**config.mk**
```make
export PLATFORM = sky130hd
export DESIGN_NAME = pong_game_fsm
export DESIGN_NICKNAME = d
export VERILOG_FILES = /design/src/rtl/pong_game_fsm.sv
export SDC_FILE = /design/constraint.sdc
export NUM_CORES = 1
export LEC_CHECK = 0
export ABC_AREA = 1
export ABC_CLOCK_PERIOD_IN_PS = 2840
export CELL_PAD_IN_SITES_DETAIL_PLACEMENT = 1
export CELL_PAD_IN_SITES_GLOBAL_PLACEMENT = 1
export CORE_MARGIN = 5
export CORE_UTILIZATION = 35
export CTS_CLUSTER_SIZE = 16
export DETAILED_ROUTE_END_ITERATION = 8
export PLACE_DENSITY = 0.83
export SLEW_MARGIN = 20
export SYNTH_ARGS = -nofsm -noshare
export SYNTH_HDL_FRONTEND = slang
export SYNTH_SLANG_ARGS = --single-unit
export TNS_END_PERCENT = 100
```
**constraint.sdc**
```tcl
create_clock -name i_clk -period 2.84 [get_ports i_clk]
set_clock_uncertainty 0.2 [all_clocks]
set_input_delay 0.568 -clock i_clk [delete_from_list [all_inputs] [get_ports i_clk]]
set_output_delay 0.568 -clock i_clk [all_outputs]
set_load 0.01 [all_outputs]
```
**src/rtl/pong_game_fsm.sv**
```systemverilog
// Game-level sequencer for pong: serve control, wall-miss detection, scoring, winner.
// Latency: every output is registered; a miss seen in cycle N shows as score/pulse in cycle N+1.
// Backpressure: none; the ball and paddle inputs are sampled every cycle, no handshake.
module pong_game_fsm #(
  parameter int c_game_width    = 40,
  parameter int c_game_height   = 30,
  parameter int c_paddle_height = 6,
  parameter int c_score_limit   = 9
) (
  input  logic       i_clk,
  input  logic       i_rst,
  input  logic       i_start,
  input  logic [5:0] i_ball_x,
  input  logic [5:0] i_ball_y,
  input  logic [5:0] i_paddle_y_p1,
  input  logic [5:0] i_paddle_y_p2,
  output logic       o_game_active,
  output logic [3:0] o_p1_score,
  output logic [3:0] o_p2_score,
  output logic       o_point_p1,
  output logic       o_point_p2,
  output logic [1:0] o_winner
);

  // Reject parameter sets the 6-bit coordinates or 4-bit scores cannot represent.
  if ((c_score_limit < 1) || (c_score_limit > 15) ||
      (c_game_width < 1) || (c_game_width > 64) ||
      (c_game_height < 1) || (c_game_height > 64) ||
      (c_paddle_height < 1) || (c_paddle_height > 64)) begin : g_bad_param
    $error("pong_game_fsm: parameter out of range");
  end

  localparam logic [5:0] c_x_right   = 6'(c_game_width - 1);
  localparam logic [6:0] c_pad_span  = 7'(c_paddle_height - 1);
  localparam logic [3:0] c_limit     = 4'(c_score_limit);

  typedef enum logic [2:0] {
    ST_IDLE    = 3'd0,
    ST_RUNNING = 3'd1,
    ST_POINT   = 3'd2,
    ST_P1_WINS = 3'd3,
    ST_P2_WINS = 3'd4
  } state_t;

  state_t     state_q, state_d;
  logic       start_q;
  logic       active_q, active_d;
  logic [3:0] p1_score_q, p1_score_d;
  logic [3:0] p2_score_q, p2_score_d;
  logic       point_p1_q, point_p1_d;
  logic       point_p2_q, point_p2_d;
  logic [1:0] winner_q, winner_d;

  logic       start_edge;
  logic       hit_p1, hit_p2;
  logic       miss_left, miss_right;
  logic [6:0] ball_y_w, pad1_w, pad2_w;

  assign start_edge = i_start & ~start_q;

  // Paddle extent computed in 7 bits so a paddle parked near row 63 cannot wrap.
  assign ball_y_w = {1'b0, i_ball_y};
  assign pad1_w   = {1'b0, i_paddle_y_p1};
  assign pad2_w   = {1'b0, i_paddle_y_p2};
  assign hit_p1   = (ball_y_w >= pad1_w) && (ball_y_w <= pad1_w + c_pad_span);
  assign hit_p2   = (ball_y_w >= pad2_w) && (ball_y_w <= pad2_w + c_pad_span);

  // With a one-column field both could fire; the left wall takes priority downstream.
  assign miss_left  = (i_ball_x == 6'd0) && !hit_p1;
  assign miss_right = (i_ball_x == c_x_right) && !hit_p2;

  // State and registered outputs; reset also discards any start edge in the same cycle.
  always_ff @(posedge i_clk) begin
    if (i_rst) begin
      state_q    <= ST_IDLE;
      start_q    <= 1'b0;
      active_q   <= 1'b0;
      p1_score_q <= 4'd0;
      p2_score_q <= 4'd0;
      point_p1_q <= 1'b0;
      point_p2_q <= 1'b0;
      winner_q   <= 2'b00;
    end else begin
      state_q    <= state_d;
      start_q    <= i_start;
      active_q   <= active_d;
      p1_score_q <= p1_score_d;
      p2_score_q <= p2_score_d;
      point_p1_q <= point_p1_d;
      point_p2_q <= point_p2_d;
      winner_q   <= winner_d;
    end
  end

  // Next-state: serve from IDLE, score on a miss, one-cycle POINT, then match end or re-serve.
  always_comb begin
    state_d = state_q;
    case (state_q)
      ST_IDLE: begin
        if (start_edge) state_d = ST_RUNNING;
      end
      ST_RUNNING: begin
        if (miss_left || miss_right) state_d = ST_POINT;
      end
      ST_POINT: begin
        if (p1_score_q == c_limit)      state_d = ST_P1_WINS;
        else if (p2_score_q == c_limit) state_d = ST_P2_WINS;
        else                            state_d = ST_IDLE;
      end
      ST_P1_WINS, ST_P2_WINS: begin
        if (start_edge) state_d = ST_IDLE;
      end
      default: state_d = ST_IDLE;
    endcase
  end

  // Output next-values: active/winner follow the next state, scores move only on a RUNNING miss.
  always_comb begin
    active_d   = (state_d == ST_RUNNING);
    p1_score_d = p1_score_q;
    p2_score_d = p2_score_q;
    point_p1_d = 1'b0;
    point_p2_d = 1'b0;
    case (state_d)
      ST_P1_WINS: winner_d = 2'b01;
      ST_P2_WINS: winner_d = 2'b10;
      default:    winner_d = 2'b00;
    endcase
    case (state_q)
      ST_RUNNING: begin
        if (miss_left) begin
          p2_score_d = p2_score_q + 4'd1;
          point_p2_d = 1'b1;
        end else if (miss_right) begin
          p1_score_d = p1_score_q + 4'd1;
          point_p1_d = 1'b1;
        end
      end
      ST_P1_WINS, ST_P2_WINS: begin
        if (start_edge) begin
          p1_score_d = 4'd0;
          p2_score_d = 4'd0;
        end
      end
      default: begin
      end
    endcase
  end

  assign o_game_active = active_q;
  assign o_p1_score    = p1_score_q;
  assign o_p2_score    = p2_score_q;
  assign o_point_p1    = point_p1_q;
  assign o_point_p2    = point_p2_q;
  assign o_winner      = winner_q;

endmodule

```
==> results.md, run 1 <==
- Outcome: finished clean
- Crit path max fanout: 5
- Final hold vios: 0
- Worst IR Drop VDD: 0.206 mV
- First-pass GRT wire length: 8750 µm
- Std-Cell Rows: 25
- Maximum single-stage delay on the critical path: 0.44 ns
- Yosys cell types: 30
- Yosys warns: 0
- DR DRC count: 0
- Number of vias per cell: 4.96
- Leakage Power: 1.22 nW
- Placed insts: 351
- Number of synthesized flops with an enable pin: 0
- CP max stage cell: clkdlybuf4s50_1
- Final Cycle Share: 94.3%
- Clk_lat worst skew: 0.25 ns
- CP most frequent cell: nand2_1
- Final Setup Violations: 0
- Startpoint Class: primary input
- TritonCTS buffer count: 3
- Die Width: 79.5 µm
- Worst path cell trace: clkdlybuf4s50_1, buf_4, xor2_1, ha_1, nand2_1, nor2_2, nand3_1, nand2_1, inv_1, nand2_1, nand2_2, nand3_4, nand2_2, inv_4, nand3_1, a21oi_1
- CTS tree: done
- Hold Buf Count CTS: 0
- Wire per inst: 14.4 µm
- Cell area power density: 273 nW/µm²
- Vias: 1777
- Post-synth top cells: 47 x nand2_1, 38 x inv_1, 30 x ha_1
- Avg Inst Size Synth: 7.10 µm²
- IO buf count: 39
- Pre-CTS WS: -0.610 ns
- Critical path class: in2reg
- Antenna Cells: 0
- Gr usage total: 17.2%
- Die Y: 79.5 µm
- Detailed placer's ending HPWL: 4230 µm
- Synth top area cells: ha_1 22%, dfxtp_1 20%, nand2_1 10%
- Critical path required time: 2.83 ns
- Total gr overflow: 0
- CP Data Arrival Time: 2.67 ns
- Die Area: 6320 µm²
- Post-synth top area share: 22.2%
- Buf/Inv on CP: 4
- RePlAce Congestion: 0.800
- Cell family with most CP delay: simple AND/OR/NAND/NOR gates
- Classification of the worst-slack hold path: reg2reg
- Final nets: 362
- Final Non-Filler Cells: 358
- Initial Util: 36.0%
- Vias in the first global route: 1977
- Max Slew Vio Count: 0
- Synthesized flop and latch total: 17
- Max cap viols: 0
- Worst-Margin Slew: 0.550 ns
- Clk buf depth: 2
- Ys async rst share: 0%
- H-tree depth: 1
- Total power: 667 µW
- Final setup margin: 0.161 ns
- Ports: 40
- Post-route antenna net violation count: 0
- Initial antenna violation count: 0
- Post-Route WL: 5150 µm
- Main synth FF type: dfxtp_1
- Synthesized area: 1690 µm²
- Fin crit period: 2.68 ns
- Max Freq: 373 MHz
- Fraction of layout cells with a size suffix above 1: 21.7%
- Post-synth top area cell: ha_1
- Sequential element share of the synthesized area: 20.1%
- Iter 0 DRT Violations: 36
- Critical Path End Type: flip-flop
- CTS clk-pin slew, worst paths: 0.06 ns
- Cell count after synthesis: 238
- Clock Sink Count: 17
- First-pass DRT Iterations: 3
- Most frequent cell after synthesis: nand2_1
- Core area: 4690 µm²
- Largest net degree at the start of global routing: 13
- Slew HR: 63.0%
- Root cell of the clock tree: clkbuf_8
- Syn Nets: 295
- Area growth syn-to-layout: 44.9%
[stage by stage]
stage | cell area [µm²] | utilization (%) | hold WS (ns) | TNS (ns)
after global placement | 2300 | 49.1 | 0.306 | -4.53
after global routing | 2450 | 52.2 | 0.364 | -0.00884
final | 2450 | 52.2 | 0.330 | 0
after CTS | 2410 | 51.4 | 0.334 | 0
after detailed placement | 2300 | 49.1 | 0.308 | -5.80
after floorplan | 1690 | - | 0.319 | 0
[final timing paths]
path | to | depth (start not counted) | startpoint | slack, ns
hold / removal | o_p2_score[3]$_SDFFE_PP0P_ | 2 | o_p2_score[3]$_SDFFE_PP0P_ | 0.33
setup / recovery | o_p1_score[3]$_SDFFE_PP0P_ | 16 | i_paddle_y_p1[4] | 0.16
setup reg to reg | o_p1_score[1]$_SDFFE_PP0P_ | 6 | state_q[0]$_SDFF_PP0_ | 0.98
hold reg to reg | o_p2_score[3]$_SDFFE_PP0P_ | 2 | o_p2_score[3]$_SDFFE_PP0P_ | 0.33
[cell families (layout without fill, tap and decap cells)]
family | after synthesis | count (layout) | share of synthesized area (%)
xor+xnor | 12 | 12 | 6.22
simple gates | 107 | 107 | 31.5
fa+ha+maj | 30 | 30 | 22.2
flops | 17 | 17 | 20.1
buf+inv | 44 | 110 | 9.77
compound gates | 28 | 28 | 10.1
[cells in the final DEF (no fill, tap or decap), types with 2 or more instances in the layout]
cell type and n:
nand3_2 4, nand2_1 45, clkdlybuf4s15_1 2, ha_1 28, a21boi_0 2, dlymetal6s2s_1 3, nand3_1 14, o21ai_0 4
o21ai_2 2, a21oi_2 5, inv_2 4, xor2_1 11, nand2_2 5, dfxtp_1 17, nand2_4 3, ha_2 2
a21o_1 2, buf_4 24, nor2_1 20, nand4_1 3, clkbuf_8 3, inv_1 38, clkdlybuf4s50_1 32, nand3_4 3
a21oi_1 10, nor2_2 4
[state kept, by name, summed over array words and instances (netlist names)]
register	flops
o_game_active	1
o_p1_score	4
o_p2_score	4
o_point_p1	1
o_point_p2	1
o_winner	2
start_q	1
state_q	3
[worst register-to-register path: cells and delay by family (launching register included)]
kind,cells,cell delay [ns]
flops,1,0.33
compound gates,2,0.73
buf+inv,2,0.24
simple gates,2,0.22
[per-layer routing]
layer	global-route usage, %	vias to the layer above	routed length, µm
met3	1.69	7	156
met1	18.2	847	2040
met4	3.61	0	61
met2	35.5	27	2890
li1	-	896	-
met5	0	-	0
[layout make-up]
cell class	instances	area, µm²
clock buffers	4	45.0
inverters	43	164
well taps	54	67.6
repair buffers	63	572
fillers	596	2240
flip-flops and latches	17	340
multi-input cells	177	1260
[what timing repair did]
action / in CTS / in global routing
pin swaps: 8 / 10
gates cloned: 0 / 0
endpoints found under the hold margin: 0 / 0
gates resized for setup: 18 / 15
endpoints found under the setup margin: 12 / 11
setup buffers: 3 / 0
[where the power goes]
part	total, mW	switching [mW]	leakage [nW]	internal (mW)
Sequential	0.244	0.00228	0.138	0.242
Combinational	0.242	0.127	1.06	0.116
Clock	0.181	0.0811	0.0228	0.0996
No activity file was read; power rests on OpenSTA's default activity.
==> run 2, diff against run 1 <==
--- a/config.mk
+++ b/config.mk
@@ -13,7 +13,9 @@
 export CORE_UTILIZATION = 35
 export CTS_CLUSTER_SIZE = 16
 export DETAILED_ROUTE_END_ITERATION = 8
+export GPL_TIMING_DRIVEN = 0
 export PLACE_DENSITY = 0.83
+export REMOVE_ABC_BUFFERS = 1
 export SLEW_MARGIN = 20
 export SYNTH_ARGS = -nofsm -noshare
 export SYNTH_HDL_FRONTEND = slang
==> results.md, run 2 (same netlist as run 1, synthesis figures left out) <==
- Most common cell after layout, fill and taps aside: nand2_1
- Max Slew Vio Count: 0 (unchanged)
- Critical Path End Type: flip-flop
- Crit path max fanout: 5 (unchanged)
- Maximum single-stage delay on the critical path: 0.52 ns (+0.08 ns)
- Max Freq: 378 MHz (+1.2%)
- Crit path to: o_p1_score[3]$_SDFFE_PP0P_
- Worst-Margin Slew: 0.518 ns (-0.0316 ns)
- Global-route met1 utilization: 16.7% (-1.5 points)
- Startpoint Class: primary input
- DR DRC count: 0 (unchanged)
- Number of vias per cell: 4.87 (-2.0%)
- Iter 0 DRT Violations: 12 (-67%)
- Total gr overflow: 0 (unchanged)
- Psw: 202 µW (-3.8%)
- Largest net degree at the start of global routing: 13 (unchanged)
- Clk_lat worst skew: 0.25 ns (about the same)
- CP max stage cell: clkdlybuf4s50_1
- Final nets: 342 (-5.5%)
- Total power: 638 µW (-4.4%)
- Design area: 2290 µm² (-6.5%)
- Clk buf depth: 2 (unchanged)
- Cell area power density: 278 nW/µm² (+2.2%)
- CTS clk-pin slew, worst paths: 0.07 ns (about the same)
- First-pass GRT wire length: 8020 µm (-8.4%)
- Outcome: finished clean
- Flop pwr share: 38.3% (+1.7 points)
- Clock Sink Count: 17 (unchanged)
- Critical path required time: 2.81 ns (-0.02 ns)
- Critical path class: in2reg
- Grt peak-use layer: met2
- Wire per inst: 13.5 µm (-6.4%)
- Area growth syn-to-layout: 35.5%
- R2r setup slk: 1.08 ns (+0.10 ns)
- Most frequent cells in the layout: 45 x nand2_1, 38 x inv_1, 30 x clkdlybuf4s50_1
- RePlAce Congestion: 0.765 (-4.4%)
- Sw Share: 31.7% (+0.23 points)
- Fillers: 601 (+0.84%)
- Final Core Density: 48.8% (-3.4 points)
- Gr usage total: 15.7% (-1.5 points)
- Std-Cell Rows: 25 (unchanged)
- Core area: 4690 µm² (unchanged)
- Die Area: 6320 µm² (unchanged)
- Fin Hold WS: 0.311 ns (-0.0185 ns)
- Root cell of the clock tree: clkbuf_8
- Antenna Cells: 0 (unchanged)
- Post-route antenna net violation count: 0 (unchanged)
- Final Setup Violations: 0 (unchanged)
- Reg2Reg Depth: 5 (-1)
- CTS tree: done
- Fin crit period: 2.65 ns (-0.0320 ns)
- Final hold vios: 0 (unchanged)
- Die Y: 79.5 µm (unchanged)
- Clk pwr share: 28.8% (+1.7 points)
- Buf/Inv on CP: 3 (-1)
- Vias: 1645 (-7.4%)
- H-tree depth: 1 (unchanged)
- TritonCTS buffer count: 3 (unchanged)
- Detailed placer's ending HPWL: 3730 µm (-12%)
- Cell Int Power: 435 µW (-4.8%)
- Setup TNS: 0 ns (unchanged)
- Ports: 40 (unchanged)
- CP startpoint: i_paddle_y_p2[3]
- Hold Buf Count CTS: 0 (unchanged)
- Cell family with most CP delay: simple AND/OR/NAND/NOR gates
- Post-Route WL: 4550 µm (-12%)
- CP most frequent cell: nand2_1
- Combinational share of power: 32.9% (-3.4 points)
- Placed instance area: 2140 µm² (-6.8%)
- Die Width: 79.5 µm (unchanged)
- Reg2reg end: o_p1_score[1]$_SDFFE_PP0P_
- Fraction of layout cells with a size suffix above 1: 16.2% (-5.5 points)
- Initial antenna violation count: 0 (unchanged)
- Worst IR Drop VDD: 0.207 mV (+0.25%)
- Classification of the worst-slack hold path: reg2reg
- CP Data Arrival Time: 2.62 ns (-0.05 ns)
- RSZ-0062 raised after global routing: no
- Worst path cell trace: clkdlybuf4s50_1, nand3_1, xor2_1, ha_1, inv_1, nor2_2, nand2_1, nand2_1, inv_1, nand2_1, nand2_2, nand3_2, nand2_4, nand3_4, nand2_1, a21oi_1
- First-pass DRT Iterations: 4 (+1)
- Met2 GRT Util: 31.9% (-3.6 points)
- Slew HR: 65.3% (+2.4 points)
- Vias in the first global route: 1837 (-7.1%)
- Final Cycle Share: 93.2% (-1.1 points)
- IO buf count: 39 (unchanged)
- Initial Util: 36.0% (unchanged)
- Leakage Power: 1.14 nW (-5.9%)
- Max cap viols: 0 (unchanged)
- Critical R2R Launch: state_q[2]$_SDFF_PP0_
- GR met3 Demand/Resource: 1.24% (-0.45 points)
- Levels on crit path: 16 (unchanged)
==> run 2: power by group through the flow <==
stage / Sequential [mW] / Combinational [mW] / Clock, mW
2_1_floorplan: 0.250 / 0.117 / 0
3_3_place_gp: 0.249 / 0.193 / 0
3_5_place_dp: 0.250 / 0.202 / 0
4_1_cts: 0.244 / 0.213 / 0.189
5_1_grt: 0.244 / 0.244 / 0.199
6_report: 0.244 / 0.210 / 0.184
==> run 2: what timing repair did <==
| item | in CTS | in global routing |
|---|---|---|
| buffers inserted | 4 | 0 |
| resized for setup | 18 | 14 |
| endpoints found under the setup margin | 13 | 11 |
| pin swaps | 6 | 1 |
==> run 2: area by class of cell <==
class / instances / area, µm² / area share (%)
inverters: 43 / 164 / 7.16
well taps: 54 / 67.6 / 2.95
multi-input cells: 177 / 1250 / 54.6
flip-flops and latches: 17 / 340 / 14.9
repair buffers: 43 / 420 / 18.4
clock inverters: 1 / 5.00 / 0.219
clock buffers: 3 / 41.3 / 1.80
==> run 2: metrics by stage <==
step           setup slack, ns  cells
4_1_cts                 0.0224    338
6_report                 0.193    338
5_1_grt                0.00196    338
3_5_place_dp            -0.582    330
3_3_place_gp            -0.537    330
2_1_floorplan            0.320    237
==> run 2: worst min-delay path: stages, from the launching register on <==
cell and delay (ns):
dfxtp_1 0.34, nand2_1 0.09, a21oi_2 0.04
==> run 2: routing by layer <==
metal  wire [µm]  vias up
li1            -      856
met1        1940      754
met2        2410       28
met3         139        7
met4          55        0
met5           0        -
==> run 2: how the worst min path moves through the flow <==
| stage | start | endpoint | slack, ns | cells after the start |
|---|---|---|---|---|
| global placement | o_p1_score[3]$_SDFFE_PP0P_ | o_p1_score[3]$_SDFFE_PP0P_ | 0.30 | 2 |
| finish | o_p2_score[3]$_SDFFE_PP0P_ | o_p2_score[3]$_SDFFE_PP0P_ | 0.31 | 2 |
| floorplan | o_p1_score[3]$_SDFFE_PP0P_ | o_p1_score[3]$_SDFFE_PP0P_ | 0.31 | 2 |
| detailed placement | o_p2_score[3]$_SDFFE_PP0P_ | o_p2_score[3]$_SDFFE_PP0P_ | 0.31 | 2 |
| global route | o_p2_score[3]$_SDFFE_PP0P_ | o_p2_score[3]$_SDFFE_PP0P_ | 0.35 | 2 |
| CTS | o_p2_score[3]$_SDFFE_PP0P_ | o_p2_score[3]$_SDFFE_PP0P_ | 0.32 | 2 |
